$ cat config.mk
export PLATFORM = sky130hd
export DESIGN_NAME = uart_tx_feeder
export DESIGN_NICKNAME = d
export VERILOG_FILES = /design/src/rtl/uart_pkg.sv /design/src/rtl/sync_2ff.sv /design/src/rtl/uart_tx_feeder.sv
export SDC_FILE = /design/constraint.sdc
export NUM_CORES = 1
export LEC_CHECK = 0
export BUFFER_PORTS_ARGS = -buffer_cell sky130_fd_sc_hd__buf_2
export CAP_MARGIN = 10
export CORE_AREA = 2 2 127 129
export DETAILED_ROUTE_END_ITERATION = 8
export DIE_AREA = 0 0 129 131
export PLACE_DENSITY = 0.62
export SYNTH_ARGS = -nofsm -noshare
export SYNTH_HDL_FRONTEND = slang
export SYNTH_SLANG_ARGS = --single-unit
$ cat constraint.sdc
create_clock -name clk -period 2.9 [get_ports clk]
set_input_delay 0.145 -clock clk [delete_from_list [all_inputs] [get_ports clk]]
set_output_delay 0.145 -clock clk [all_outputs]
set_load 0.02 [all_outputs]
$ cat src/rtl/uart_pkg.sv
// Shared definitions for the UART transmit path: data width and the
// handshake FSM state type used by the feeder.
package uart_pkg;

   localparam int unsigned DATA_W = 8;

   typedef enum logic [1:0] {
      ST_IDLE,
      ST_ISSUE,
      ST_DRAIN
   } tx_state_t;

endpackage

$ cat src/rtl/sync_2ff.sv
// Two-flop synchronizer for bringing asynchronous level signals into clk.
module sync_2ff #(
   parameter int unsigned WIDTH = 1
) (
   input  logic             clk,
   input  logic             rst_n,
   input  logic [WIDTH-1:0] d,
   output logic [WIDTH-1:0] q
);

   logic [WIDTH-1:0] meta;

   // Metastability-settling stage followed by the output stage.
   always_ff @(posedge clk or negedge rst_n) begin
      if (!rst_n) begin
         meta <= '0;
         q    <= '0;
      end else begin
         meta <= d;
         q    <= meta;
      end
   end

endmodule

$ cat src/rtl/uart_tx_feeder.sv
// Byte FIFO in front of the 8N1 transmitter. Bytes written on wr_en are
// queued and issued one at a time through send_enable/send_data, paced by
// the synchronized transmitter busy flag. Attempts that never see busy
// within ACK_TIMEOUT cycles are abandoned and flagged on tx_err.
module uart_tx_feeder
   import uart_pkg::*;
#(
   parameter int unsigned DEPTH       = 16,
   parameter int unsigned ACK_TIMEOUT = 4096
) (
   input  logic                     clk,
   input  logic                     rst_n,
   input  logic                     wr_en,
   input  logic [DATA_W-1:0]        wr_data,
   output logic                     full,
   output logic                     empty,
   output logic [$clog2(DEPTH):0]   level,
   output logic                     overflow,
   output logic                     tx_err,
   output logic                     send_enable,
   output logic [DATA_W-1:0]        send_data,
   input  logic                     uart_busy
);

   localparam int unsigned AW = $clog2(DEPTH);
   localparam int unsigned LW = AW + 1;
   localparam int unsigned TW = $clog2(ACK_TIMEOUT) + 1;

   logic [DATA_W-1:0] mem [DEPTH];
   logic [AW-1:0]     wr_ptr;
   logic [AW-1:0]     rd_ptr;
   logic [LW-1:0]     count;

   logic              busy_s;
   logic              wr_ok;
   logic              pop;

   tx_state_t         state_q;
   tx_state_t         state_d;
   logic [TW-1:0]     tmo_q;
   logic [TW-1:0]     tmo_d;
   logic              se_d;
   logic [DATA_W-1:0] sd_d;
   logic              err_d;

   sync_2ff #(
      .WIDTH (1)
   ) u_busy_sync (
      .clk   (clk),
      .rst_n (rst_n),
      .d     (uart_busy),
      .q     (busy_s)
   );

   // Status flags come straight from the registered occupancy count.
   assign full  = (count == LW'(DEPTH));
   assign empty = (count == '0);
   assign level = count;
   assign wr_ok = wr_en & ~full;

   // FIFO storage; contents need no reset since the pointers define validity.
   always_ff @(posedge clk) begin
      if (wr_ok) begin
         mem[wr_ptr] <= wr_data;
      end
   end

   // Pointers, occupancy and the overflow pulse.
   always_ff @(posedge clk or negedge rst_n) begin
      if (!rst_n) begin
         wr_ptr   <= '0;
         rd_ptr   <= '0;
         count    <= '0;
         overflow <= 1'b0;
      end else begin
         overflow <= wr_en & full;
         if (wr_ok) begin
            wr_ptr <= wr_ptr + AW'(1);
         end
         if (pop) begin
            rd_ptr <= rd_ptr + AW'(1);
         end
         case ({wr_ok, pop})
            2'b10:   count <= count + LW'(1);
            2'b01:   count <= count - LW'(1);
            default: count <= count;
         endcase
      end
   end

   // Handshake state and registered transmitter-facing outputs.
   always_ff @(posedge clk or negedge rst_n) begin
      if (!rst_n) begin
         state_q     <= ST_IDLE;
         tmo_q       <= '0;
         send_enable <= 1'b0;
         send_data   <= '0;
         tx_err      <= 1'b0;
      end else begin
         state_q     <= state_d;
         tmo_q       <= tmo_d;
         send_enable <= se_d;
         send_data   <= sd_d;
         tx_err      <= err_d;
      end
   end

   // Next-state, pop decision and output values for the handshake.
   always_comb begin
      state_d = state_q;
      tmo_d   = tmo_q;
      se_d    = send_enable;
      sd_d    = send_data;
      err_d   = 1'b0;
      pop     = 1'b0;
      case (state_q)
         ST_IDLE: begin
            if (!empty && !busy_s) begin
               sd_d    = mem[rd_ptr];
               pop     = 1'b1;
               se_d    = 1'b1;
               tmo_d   = '0;
               state_d = ST_ISSUE;
            end
         end
         ST_ISSUE: begin
            if (busy_s) begin
               se_d    = 1'b0;
               state_d = ST_DRAIN;
            end else if (tmo_q == TW'(ACK_TIMEOUT - 1)) begin
               se_d    = 1'b0;
               err_d   = 1'b1;
               state_d = ST_IDLE;
            end else if (tmo_q != '1) begin
               tmo_d = tmo_q + TW'(1);
            end
         end
         ST_DRAIN: begin
            if (!busy_s) begin
               state_d = ST_IDLE;
            end
         end
         default: begin
            se_d    = 1'b0;
            state_d = ST_IDLE;
         end
      endcase
   end

endmodule

==> impl_metrics.csv <==
group,metric,value,unit
status,outcome,"finished clean",
clock_tree,postCtsSetupBuffers,0,
clock_tree,h-tree-depth,4,
timing,timing.fmax,364,MHz
final_layout,drive_above_1_share,0.284,
routing,viasPerCell,5.37,
run,cap_viol_max_count,0,
routing,wl_met2,6.79,mm
routing,wirelength_met1,5.81,mm
clock_tree,clk_path_buf_depth,2,
synthesis,yosysUniqueCellTypes,46,
synthesis,synth_top_area_share,0.557,
placed_design,io_buffers,29,
routing,drc_errors,0,
final_layout,num_antenna_cells,0,
power,powerDensity,985,nW/um^2
clock_tree,clkTransAtPathRegs,70,ps
floorplan,dieArea,16900,sq um
timing,final.min_clock_period,2750,ps
routing,wl_met3,683,um
global_route,grt_pass1_wl,21.5,mm
synthesis,syn_area,6900,sq um
floorplan,core_area,15600,sq um
routing,vias,3696,
min_path,hp-class,"input pin to flop",
routing,detail-route-antenna-nets,0,
clock_tree,insertion_delay,430,ps
final_layout,areaGrowthSynthToFinish,16.9,%
synthesis,ys_ff_latch,169,
worst_setup_path,path_common_cell,"inv_1",
floorplan,pin_count,30,
power,total_power,7.94,mW
power,peakVddDrop,0.515,mV
power,leakage,2.86,nW
global_route,grt_pass1_vias,3878,
worst_setup_path,crit_chain,"nor4_4 -> nand2_1 -> and2_1 -> inv_1 -> ha_4 -> inv_1 -> fa_1 -> nor2b_1 -> o21ai_1 -> nand3_1 -> or3b_1 -> xnor2_1",
routing,drt_pass1_iterations,4,
timing,slew_headroom,0.376,
worst_setup_path,critPathLaunchType,"flop",
final_layout,fin_area,8060,sq um
timing,fin_skew,10.3,ps
worst_setup_path,r2r_setup_slack,150,ps
timing,min_period_over_period,0.948,
clock_tree,cts_sinks,169,
worst_setup_path,max_stage_delay,440,ps
worst_setup_path,r2r-end,"level[4]",
placed_design,placed_cell_area,7410,sq um
worst_setup_path,cp_max_fo,4,
global_route,grt_usage,0.177,
worst_setup_path,rr_worst_depth,12,
timing,finalSetupViolCount,0,
global_route,grt_start_max_net_pins,42,
placed_design,gp_congestion,0.780,
floorplan,num_rows,46,
global_route,antenna_found_initial,0,
global_route,overflow,0,
synthesis,avgSynthCellArea,17.0,sq um
worst_setup_path,path_class,"flop to flop",
synthesis,synth_cells,405,
clock_tree,root_buffer,"clkbuf_16",
worst_setup_path,critPathSlowestCell,"dfrtp_2",
final_layout,final_util,0.517,
final_layout,fillers,1248,
min_path,min_from,"wr_data[2]",
synthesis,syn_nets,428,
floorplan,die_height,131,um
synthesis,async_reset_ff_frac,0.243,
synthesis,ys_seq_area_frac,0.706,
placed_design,dp_hpwl,8.25,mm
synthesis,synth_top_area_cell,"edfxtp_1",
clock_tree,cts_inserted_buffers,17,
final_layout,final_common_cell,"edfxtp_1",
final_layout,nNetsFinal,482,
routing,first_iter_violations,265,
worst_setup_path,arrival,3050,ps
worst_setup_path,end_kind,"flop",
min_path,hold_path_end,"mem[4][2]",
floorplan,fp.dieW,129,um
synthesis,yosys-top-cells-area,"edfxtp_1 56%, dfrtp_1 15%, mux4_2 10%, ha_1 1.8%, o22ai_1 1.5%",
worst_setup_path,required,3200,ps
timing,worst_pin_slew,936,ps
worst_setup_path,cp_top_family,"simple AND/OR/NAND/NOR gates",
synthesis,synth_edf_count,128,
worst_setup_path,crit_buf_inv,2,
floorplan,initial_core_util,0.442,
min_path,hold_depth,1,
final_layout,layout_common_cells,"128 x edfxtp_1, 38 x dfrtp_1, 32 x mux4_2, 29 x buf_2, 22 x nand2_1",
routing,routed.top_layer,"met4",
synthesis,synth_flop_cell,"edfxtp_1",
clock_tree,cts_tree,"built",
timing,drv_slew,0,
routing,finalWirelength,13.4,mm
routing,wl_per_cell,19.5,um
worst_setup_path,r2r-start,"level[3]",
synthesis,ys_warn_count,0,
timing,finalHoldViolations,0,
state kept, by name, summed over array words and instances (netlist names):
register / count
tmo_q: 13
u_busy_sync.q: 1
state_q: 2
wr_ptr: 4
mem: 128
u_busy_sync.meta: 1
level: 5
send_data: 8
rd_ptr: 4
send_enable: 1
tx_err: 1
overflow: 1
logic make-up (layout without fill, tap and decap cells):
group	count (synthesis)	in the layout	synth area share
adder cells (fa/ha/maj)	11	11	0.0210
AND/OR/NAND/NOR	78	78	0.0573
XOR/XNOR	10	10	0.0127
multiplexers	43	43	0.122
buffers and inverters	34	101	0.0214
flip-flops	169	169	0.706
AO/OA/AOI/OAI	60	60	0.0593
synth_stat cells, types with 2 or more instances:
library cell and count:
nand4_1 4, buf_1 4, ha_1 10, o22ai_1 17, o21a_1 2, clkbuf_1 8, nor3_1 6, o21ai_0 4
mux2_2 8, a21oi_1 16, mux4_2 32, edfxtp_1 128, nand3_1 8, o21ai_1 5, buf_4 2, and2_1 3
nand2b_1 7, nand2_1 22, dfrtp_1 41, inv_1 14, nor2_1 15, xnor2_1 7, and3_1 2, a31oi_2 3
nor2b_1 5, buf_2 4, xor2_1 3, mux2i_1 2, a31oi_1 6
stage by stage:
stage	instances	hold WS, ps	setup WS (ps)	TNS (ps)
detailed placement	653	276	165	0
global placement	653	278	228	0
CTS	688	82.5	141	0
finish	688	98.0	151	0
floorplan	405	-151	4.96	0
global route	688	90.8	-49.7	-49.7
cell type report:
| class | count | area (sq um) | area share |
|---|---|---|---|
| clock buffer | 18 | 429 | 0.0532 |
| clock inverter | 14 | 180 | 0.0223 |
| inverter | 15 | 56.3 | 0.00698 |
| multi-input combinational | 202 | 1900 | 0.236 |
| sequential | 169 | 4870 | 0.604 |
| tap | 216 | 270 | 0.0335 |
| timing repair buffer | 54 | 353 | 0.0438 |
layer usage:
metal	global-route usage	vias to the layer above
li1	-	1684
met1	0.228	1916
met2	0.296	83
met3	0.0464	13
met4	0.0588	0
met5	0	-
repair_timing:
action | in CTS | in global routing
gates resized for setup | 0 | 4
hold buffers | 3 | 0
hold endpoints to repair | 43 | 0
setup endpoints to repair | 0 | 1
power breakdown:
part | switching [mW] | internal (mW)
Sequential | 0.311 | 2.98
Clock | 0.974 | 1.38
Combinational | 1.23 | 1.07
worst max-delay path by stage:
stage,cells after the start,to,from
2_1_floorplan,11,level[4],level[0]
3_3_place_gp,11,level[4],level[0]
3_5_place_dp,11,level[4],level[0]
4_1_cts,12,level[4],level[1]
5_1_grt,12,level[4],level[3]
6_report,12,level[4],level[3]
Power figures use the tool's default switching activity.
